File: src/rtl/tlul_err_gate.sv
// TL-UL request legality gate: forwards well-formed requests to the device and answers
// malformed ones locally with an error response, counting each rejection.

package tlul_pkg;

    typedef struct packed {
        logic        a_valid;
        logic [2:0]  a_opcode;
        logic [2:0]  a_param;
        logic [2:0]  a_size;
        logic [7:0]  a_source;
        logic [31:0] a_address;
        logic [7:0]  a_mask;
        logic [63:0] a_data;
        logic        d_ready;
    } tl_h2d_t;

    typedef struct packed {
        logic        d_valid;
        logic [2:0]  d_opcode;
        logic [2:0]  d_param;
        logic [2:0]  d_size;
        logic [7:0]  d_source;
        logic [0:0]  d_sink;
        logic [63:0] d_data;
        logic        d_error;
        logic        a_ready;
    } tl_d2h_t;

    localparam logic [2:0] PutFullData    = 3'h0;
    localparam logic [2:0] PutPartialData = 3'h1;
    localparam logic [2:0] Get            = 3'h4;
    localparam logic [2:0] AccessAck      = 3'h0;
    localparam logic [2:0] AccessAckData  = 3'h1;

endpackage

module tlul_err_gate
    import tlul_pkg::*;
#(
    parameter int unsigned ErrCntW = 16
) (
    input  logic               clk_i,
    input  logic               rst_ni,
    input  tl_h2d_t            tl_h_i,
    output tl_d2h_t            tl_h_o,
    output tl_h2d_t            tl_d_o,
    input  tl_d2h_t            tl_d_i,
    input  logic               err_cnt_clr_i,
    output logic [ErrCntW-1:0] err_cnt_o,
    output logic               busy_o
);

    typedef enum logic [1:0] {
        StIdle,
        StFwdWait,
        StErrResp
    } state_e;

    state_e state_q, state_d;

    logic [2:0]         cap_opcode_q, cap_opcode_d;
    logic [7:0]         cap_source_q, cap_source_d;
    logic [2:0]         cap_size_q, cap_size_d;
    logic [ErrCntW-1:0] err_cnt_q, err_cnt_d;
    logic               err_inc;

    logic [7:0] lane_mask;
    logic [2:0] align_bits;
    logic       op_ok, size_ok, align_ok, mask_ok, full_ok, legal;

    // Byte lanes covered by the access, starting at the aligned lane.
    always_comb begin
        lane_mask  = 8'h00;
        align_bits = 3'b111;
        case (tl_h_i.a_size)
            3'd0: begin
                lane_mask  = 8'h01 << tl_h_i.a_address[2:0];
                align_bits = 3'b000;
            end
            3'd1: begin
                lane_mask  = 8'h03 << tl_h_i.a_address[2:0];
                align_bits = 3'b001;
            end
            3'd2: begin
                lane_mask  = 8'h0f << tl_h_i.a_address[2:0];
                align_bits = 3'b011;
            end
            3'd3: begin
                lane_mask  = 8'hff;
                align_bits = 3'b111;
            end
            default: begin
                lane_mask  = 8'h00;
                align_bits = 3'b111;
            end
        endcase
    end

    assign op_ok    = (tl_h_i.a_opcode == Get) || (tl_h_i.a_opcode == PutFullData) ||
                      (tl_h_i.a_opcode == PutPartialData);
    assign size_ok  = (tl_h_i.a_size <= 3'd3);
    assign align_ok = ((tl_h_i.a_address[2:0] & align_bits) == 3'b000);
    assign mask_ok  = ((tl_h_i.a_mask & ~lane_mask) == 8'h00);
    assign full_ok  = (tl_h_i.a_opcode != PutFullData) || (tl_h_i.a_mask == lane_mask);
    assign legal    = op_ok && size_ok && align_ok && mask_ok && full_ok;

    always_comb begin
        state_d      = state_q;
        cap_opcode_d = cap_opcode_q;
        cap_source_d = cap_source_q;
        cap_size_d   = cap_size_q;
        err_inc      = 1'b0;

        tl_d_o         = tl_h_i;
        tl_d_o.a_valid = 1'b0;
        tl_d_o.d_ready = 1'b0;

        tl_h_o         = tl_d_i;
        tl_h_o.a_ready = 1'b0;
        tl_h_o.d_valid = 1'b0;

        unique case (state_q)
            StIdle: begin
                if (legal) begin
                    tl_d_o.a_valid = tl_h_i.a_valid;
                    tl_h_o.a_ready = tl_d_i.a_ready;
                    if (tl_h_i.a_valid && tl_d_i.a_ready) begin
                        state_d = StFwdWait;
                    end
                end else begin
                    // Illegal requests are always sunk so the host never stalls on them.
                    tl_h_o.a_ready = 1'b1;
                    if (tl_h_i.a_valid) begin
                        cap_opcode_d = tl_h_i.a_opcode;
                        cap_source_d = tl_h_i.a_source;
                        cap_size_d   = tl_h_i.a_size;
                        err_inc      = 1'b1;
                        state_d      = StErrResp;
                    end
                end
            end
            StFwdWait: begin
                tl_h_o.d_valid = tl_d_i.d_valid;
                tl_d_o.d_ready = tl_h_i.d_ready;
                if (tl_d_i.d_valid && tl_h_i.d_ready) begin
                    state_d = StIdle;
                end
            end
            StErrResp: begin
                tl_h_o.d_valid  = 1'b1;
                tl_h_o.d_error  = 1'b1;
                tl_h_o.d_opcode = (cap_opcode_q == Get) ? AccessAckData : AccessAck;
                tl_h_o.d_param  = 3'h0;
                tl_h_o.d_size   = cap_size_q;
                tl_h_o.d_source = cap_source_q;
                tl_h_o.d_sink   = 1'b0;
                tl_h_o.d_data   = '1;
                if (tl_h_i.d_ready) begin
                    state_d = StIdle;
                end
            end
            default: begin
                state_d = StIdle;
            end
        endcase
    end

    // Clear takes priority over a coincident increment.
    always_comb begin
        err_cnt_d = err_cnt_q;
        if (err_cnt_clr_i) begin
            err_cnt_d = '0;
        end else if (err_inc && (err_cnt_q != '1)) begin
            err_cnt_d = err_cnt_q + ErrCntW'(1);
        end
    end

    always_ff @(posedge clk_i or negedge rst_ni) begin
        if (!rst_ni) begin
            state_q      <= StIdle;
            cap_opcode_q <= 3'h0;
            cap_source_q <= 8'h00;
            cap_size_q   <= 3'h0;
            err_cnt_q    <= '0;
        end else begin
            state_q      <= state_d;
            cap_opcode_q <= cap_opcode_d;
            cap_source_q <= cap_source_d;
            cap_size_q   <= cap_size_d;
            err_cnt_q    <= err_cnt_d;
        end
    end

    assign err_cnt_o = err_cnt_q;
    assign busy_o    = (state_q != StIdle);

endmodule

File: config.mk
export PLATFORM = sky130hd
export DESIGN_NAME = tlul_err_gate
export DESIGN_NICKNAME = d
export VERILOG_FILES = /design/src/rtl/tlul_err_gate.sv
export SDC_FILE = /design/constraint.sdc
export NUM_CORES = 1
export LEC_CHECK = 0
export BUFFER_PORTS_ARGS = -buffer_cell sky130_fd_sc_hd__buf_2
export CAP_MARGIN = 20
export CORE_AREA = 8 8 164 166
export CTS_BUF_LIST = sky130_fd_sc_hd__clkbuf_4
export DETAILED_ROUTE_END_ITERATION = 8
export DIE_AREA = 0 0 172 174
export GPL_TIMING_DRIVEN = 0
export HOLD_SLACK_MARGIN = 0.02
export PLACE_DENSITY_LB_ADDON = 0.2
export SYNTH_ARGS = -nofsm -noshare
export SYNTH_HDL_FRONTEND = slang
export SYNTH_SLANG_ARGS = --single-unit
export TNS_END_PERCENT = 1
File: constraint.sdc
create_clock -name clk_i -period 4.15 [get_ports clk_i]
set_input_delay 0.83 -clock clk_i [delete_from_list [all_inputs] [get_ports clk_i]]
set_output_delay 0.83 -clock clk_i [all_outputs]
set_load 0.005 [all_outputs]
==> Yosys cells after proc, flatten, opt, wreduce, memory -nomap -nowiden <==
Index checks and enable logic that the tools add are counted.
{ "word_totals": {"register_bits": 32, "word_cells": 69, "output_inout_bits": 225, "inputBits": 211} }
{ "op_classes": {"bitwise_logic": 4, "magnitude_cmp": 1, "n_shift": 3, "n_addsub": 1, "n_mux": 21, "n_reduce_logical": 20, "eq_ne": 14} }
{ "ops": {"columns": ["op", "n"], "rows": [
  ["$mux 83", 1],
  ["$mux 16", 2],
  ["$pmux 8 s4", 1],
  ["$add 16x1->16 const B", 1],
  ["$ne 16x16->1 const B", 1],
  ["$mux 2", 5],
  ["$logic_not 3->1", 3],
  ["$mux 1", 9],
  ["$pmux 3 s3", 1],
  ["$and 8x8->8", 1],
  ["$eq 8x8->1", 1],
  ["$logic_not 8->1", 1],
  ["$not 8->8", 1],
  ["$shl 1x3->8 const A", 1],
  ["$shl 2x3->8 const A", 1],
  ["$shl 4x3->8 const A", 1],
  ["$logic_and 1x1->1", 7],
  ["$eq 3x1->1 const B", 2],
  ["$eq 3x2->1 const B", 2],
  ["$eq 3x3->1 const B", 2],
  ["$ne 3x3->1 const B", 2],
  ["$pmux 2 s3", 1],
  ["$ne 2x2->1 const B", 2],
  ["$reduce_and 4->1", 1],
  ["11 further kinds", 14]
]} }

==> Depth between registers and ports, before layout <==
Gate-level depths: netlist of the first run.
{ "depth": {"ltp_word": 12, "mapped_depth": 12, "ltp_nobuf": 10} }

==> Least setup slack after synthesis of the first run <==
No wires, ideal clock.
{ "synth_timing": {"path_kind": "in2out", "start": "input port tl_h_i[74] (netlist name)", "end": "output port tl_h_o[0] (netlist name)", "stages": 10, "arrival_ns": 2.705, "n_path_buf": 1, "required_time_ns": 3.320, "setup_slack_ns": 0.615, "cell_sequence": "clkbuf_1 > and3_1 > o21ai_0 > a31o_2 > ha_1 > nand4_1 > o21a_1 > or3_1 > nor2_1 > nor2_1"} }
{ "synth_lines": {"columns": ["element", "line_no", "rtl"], "rows": [
  ["start, declared", "45", "input tl_h2d_t tl_h_i,"],
  ["end, declared", "46", "output tl_d2h_t tl_h_o,"]
]} }

==> results of run 1 <==
## per-stage QoR
stage	setup TNS (ps)	std cells	cell area [um2]	utilization
CTS	0	1140	5861	0.2389
floorplan	0	464	3675	-
finish	0	1142	5867	0.2392
global placement	-40.01	1133	5784	0.2358
detailed placement	-26.93	1133	5784	0.2358
global route	0	1142	5867	0.2392
## synthesized netlist by cell type (all sizes together)
master and count:
a211oi 1, a31o 1, or4b 1, nand3 10, nor2b 11, dfrtp 32
a21oi 18, o21bai 1, o41ai 1, o22ai 1, and2 4, o21a 1
or2 66, nor2 21, and4b 1, mux2 17, mux2i 1, and4 1
o21ai 19, or3 8, a31oi 2, o21ba 1, o211ai 2, a211o 2
nand4 6, buf 126, nor3 8, inv 9, nand2b 4, nor3b 1
o31ai 6, nand3b 1, a22oi 2, or4 6, ha 12, o31a 2
a21o 2, nand2 36, nor4 4, and3 1, clkbuf 15
## layout by cell type, fill, tap and decap left out, drive strengths merged, types with 4 or more instances in the layout
cell type and count:
ha 12, and2 4, nand2 36, buf 465, nor3 8, o31ai 6, nand4 6, nor4 4
inv 9, nor2 21, nor2b 11, a21oi 18, dfrtp 32, o21ai 19, or3 8, or2 66
mux2 17, clkbuf 19, or4 6, nand3 10, nand2b 4
## metal layers
metal  wire length [um]  share of wire
met5                 27         0.0012
met4                371          0.016
met3               2958           0.13
met2              10220           0.45
met1               9086           0.40
## critical path, delay by kind of cell
family | cells | cell delay [ps]
AO/OA/AOI/OAI | 2 | 440
adder cells (fa/ha/maj) | 1 | 280
buffers and inverters | 3 | 560
AND/OR/NAND/NOR | 5 | 1100
## where the power goes
part           internal (mW)  switching (mW)  total [mW]
clock network          0.126           0.133       0.259
registers              0.390          0.0477       0.437
logic                  0.643           0.735        1.38
## state kept, by name, summed over array words and instances, names as in the netlist
name,flops
cap_source_q,8
cap_size_q,3
state_q,2
err_cnt_o,16
cap_opcode_q,3
## final timing paths
kind	start	end	slack, ps	cells after the start
min in group asynchronous	rst_ni	err_cnt_o[0]$_DFFE_PN0P_	550	1
hold / removal	cap_source_q[3]$_DFFE_PN0P_	cap_source_q[3]$_DFFE_PN0P_	480	2
max in group asynchronous	rst_ni	cap_size_q[1]$_DFFE_PN0P_	3070	1
setup reg to reg	state_q[0]$_DFFE_PN0P_	err_cnt_o[14]$_DFFE_PN0P_	1940	7
setup / recovery	tl_h_i[114]	tl_h_o[0]	120	11
hold reg to reg	cap_source_q[3]$_DFFE_PN0P_	cap_source_q[3]$_DFFE_PN0P_	480	2
## final cells by class
cell class	count	area (um2)	share of cell area
multi-input combinational	282	1842	0.3139
timing repair buffer	339	1697	0.2892
buffer	140	996.0	0.1698
sequential	32	800.8	0.1365
tap	330	412.9	0.07038
clock inverter	3	42.54	0.007251
clock buffer	5	37.54	0.006398
inverter	9	33.78	0.005758
antenna	2	5.005	0.0008531
## kinds of logic after synthesis
family / after synthesis / synth area share
muxes: 18 / 0.05482
AOI/OAI and AO/OA: 62 / 0.1137
adders and majority gates: 12 / 0.04086
buffers and inverters: 150 / 0.2809
and+or+nand+nor: 190 / 0.2918
DFF: 32 / 0.2179
## repair_timing
action	in CTS	in global routing
resized for setup	0	2
hold endpoints to repair	0	0
cloned	0	0
endpoints found under the setup margin	1	1
==> metrics, run 1 <==
initial antenna violation count=6; drt wl/cell=19.84 um; # rows=58; final WL=22660 um; worst hold path type=reg -> reg; RePlAce Congestion=0.7923; die width=172 um; Worst VDD drop=106.5 uV; grt met3 use=0.05535; hold_buf cts=0; Place WS=-26.93 ps; max cap viols=0; hpwl dp=20030 um; top cell type's share of synthesized area=0.2492; CTS Sinks=32; clock skew=12.43 ps; Ports=436; core area=24530 um2; CTS tree=done; Tot Pwr=2.075 mW; hold_ws=482.5 ps; Final Hold Fails=0; count of input and output buffers=339; vias in the first global route=4463; Via density=3.779; Tmin final=4033 ps; top cell type by total area after synthesis=buf_4; worst path arrival time=3200 ps; max incr delay on CP=500 ps; DR iter-0 viols=171; crit path max fanout=10; worst path cell trace=buf_2 > clkbuf_1 > a22oi_1 > or2_2 > ha_1 > nand4_1 > o21a_1 > or3_1 > nor2_1 > nor2_1 > buf_2; Worst Max-Slew Pin Slew=844.7 ps; Layout fillers=2810; Post CTS Setup Buffer Count=0; nets=1032; RSZ-0062 raised after global routing=no; share of cells above drive strength 1=0.7000; power density cells=353.6 nW/um2; Yosys reg bits=32; H-tree levels=2; register area share after synthesis=0.2179; WP data required=3320 ps; Yosys Warn Count=0; worst setup margin=117.4 ps; drc violations=0; first-pass GRT wire length=30800 um; Vias=4316; Mapped Cells=464; Slew Viols, Final=0; Worst setup SP type=input port; area grow syn2layout=59.65%; initial core utilization=0.1498; CP max stage cell=or3_1; DRT antenna net count=0; M1 GR Usage=0.1695; TritonCTS Buffers=5; die area=29930 um2; All-Layer GR Usage=0.1392; largest net degree at the start of global routing=33; GRT Max-Usage Layer=met2; Die Y-Extent=174 um; Fmax=248.0 MHz; Critical Path End Type=output port; crit path kind=in -> out; Leak=3.118 nW; root buf cell=clkbuf_4; Mapped Nets=687; Mean Syn Cell Area=7.920 um2; Setup violations, final=0; first drt pass iteration count=4; total gr overflow=0; Syn Std Cell Area=3675 um2; Worst-path clk slew=120 ps; clk buf depth=2; met2 Resource Use GR=0.2256; Clock Latency Late Sink=360 ps; status=finished, final reports clean; synth top area cells=buf_4 25%, dfrtp_1 22%, or2_2 11%, mux2_2 4.6%, ha_1 4.1%; count of distinct cell types in the synthesized netlist=51; Tcrit/Tclk final=0.9717; headroom to the max-slew limit=0.4369
(Power assumes the default switching activity.)
==> run 2, diff against run 1 <==
- PLACE_DENSITY: unset -> 0.52
- PLACE_DENSITY_LB_ADDON: 0.2 -> unset
- clock period: 4.15 -> 5 ns (I/O delays scaled with it)
==> run 2 against run 1 <==
Effect of this change: register-to-register slack better by 800 ps; via count up 0.37%; utilization unchanged; sequential power down 16%.
==> metrics, run 2 (same netlist as run 1, synthesis figures left out) <==
CTS tree=done; die width=172 um; drt wl/cell=18.30 um; Placed Cells=1133; total gr overflow=0; DR iter-0 viols=179; count of input and output buffers=339; area grow syn2layout=59.65%; drc violations=0; status=finished, final reports clean; non-filler cells in the finished layout=1142; nets=1033; RSZ-0062 raised after global routing=no; final WL=20900 um; Leak=3.121 nW; Ports=436; Via density=3.793; first-pass GRT wire length=28620 um; hpwl dp=18300 um; worst path cell trace=buf_2 > clkbuf_1 > and3_1 > o21ai_0 > a31o_2 > ha_1 > nand4_1 > o21a_1 > or3_1 > nor2_1 > nor2_1 > buf_2; crit-path leading delay family=simple AND/OR/NAND/NOR gates; Slew Viols, Final=0; Tmin final=4547 ps; H-tree levels=2; Post CTS Setup Buffer Count=0; HP Start=cap_source_q[1]$_DFFE_PN0P_; max reg flops=16; RePlAce Congestion=0.8375; vias in the first global route=4275; Tcrit/Tclk final=0.9093; first drt pass iteration count=4; most frequent cells in the layout=342 x buf_2, 122 x buf_4, 66 x or2_2; Critical R2R Launch=state_q[0]$_DFFE_PN0P_; max incr delay on CP=480 ps; clock skew=5.796 ps; Die Y-Extent=174 um; Worst Max-Slew Pin Slew=908.3 ps; DRT antenna net count=0; crit path kind=in -> out; Critical Path Source=tl_h_i[74]; Worst VDD drop=123.6 uV; max cap viols=0; largest net degree at the start of global routing=33; Worst-path clk slew=110 ps; Vias=4332; hold_buf cts=0; headroom to the max-slew limit=0.3944; Clock Latency Late Sink=350 ps; # rows=58; WP data required=4000 ps; root buf cell=clkbuf_4; CTS Sinks=32; share of cells above drive strength 1=0.6979; All-Layer GR Usage=0.1266; core area=24530 um2; Setup violations, final=0; worst hold path type=reg -> reg; number of gates resized after cts=0; TritonCTS Buffers=5; Critical Path End Type=output port; initial core utilization=0.1498; die area=29930 um2; worst path arrival time=3550 ps; CP max stage cell=or3_1; crit path max fanout=10; power density cells=287.2 nW/um2; Fmax=219.9 MHz; Final Hold Fails=0; worst path buffer plus inverter count=3; initial antenna violation count=2; clk buf depth=2; Worst setup SP type=input port; leading cell type in the layout, fill and taps excluded=buf_2; Final TNS setup=0 ps
run 2: cell type report:
cell class                      instances  area, um2
Clock inverter                          2      35.03
Timing Repair Buffer                  339       1697
Inverter                                9      33.78
Sequential cell                        32      800.8
Multi-Input combinational cell        282       1842
Buffer                                141      998.5
Tap cell                              330      412.9
Fill cell                            2758      18660
Clock buffer                            6      45.04
Antenna cell                            1      2.502
run 2: tightest hold or removal path: stages (launching register included):
cell	delay, ps
dfrtp_1	360
nand2_1	50
nand2_1	50
run 2: path summary, 6_finish.rpt:
kind,endpoint,slack (ps),cells after the start
setup / recovery,tl_h_o[0],450,12
hold / removal,cap_source_q[1]$_DFFE_PN0P_,490,2
setup reg to reg,err_cnt_o[14]$_DFFE_PN0P_,2740,7
hold reg to reg,cap_source_q[1]$_DFFE_PN0P_,490,2
max in group asynchronous,cap_source_q[3]$_DFFE_PN0P_,3780,1
min in group asynchronous,err_cnt_o[8]$_DFFE_PN0P_,710,1
run 2: layer usage:
layer,routed length [um],global-route usage,up-vias
met1,8534,0.1538,1954
met5,13,0,-
met3,1844,0.02450,10
met4,177,0.02443,2
met2,10330,0.2264,237
li1,-,-,2129
run 2: through the flow:
stage | total power, mW | utilization | worst slack [ps] | area [um2] | hold WS [ps]
4_1_cts | 1.743 | 0.2391 | 468.6 | 5864 | 496.3
6_report | 1.685 | 0.2392 | 453.4 | 5867 | 489.1
2_1_floorplan | 0.9234 | - | 1125 | 3675 | 440.1
3_3_place_gp | 1.505 | 0.2358 | 502.1 | 5784 | 459.4
5_1_grt | 1.835 | 0.2392 | 299.8 | 5867 | 528.3
3_5_place_dp | 1.509 | 0.2358 | 465.5 | 5784 | 464.7
run 2: report_power, final:
group          leakage [nW]  internal (mW)  switching [mW]
registers             0.419          0.323          0.0416
logic                  2.66          0.533           0.570
clock network        0.0457          0.110           0.106
total                  3.12          0.967           0.718
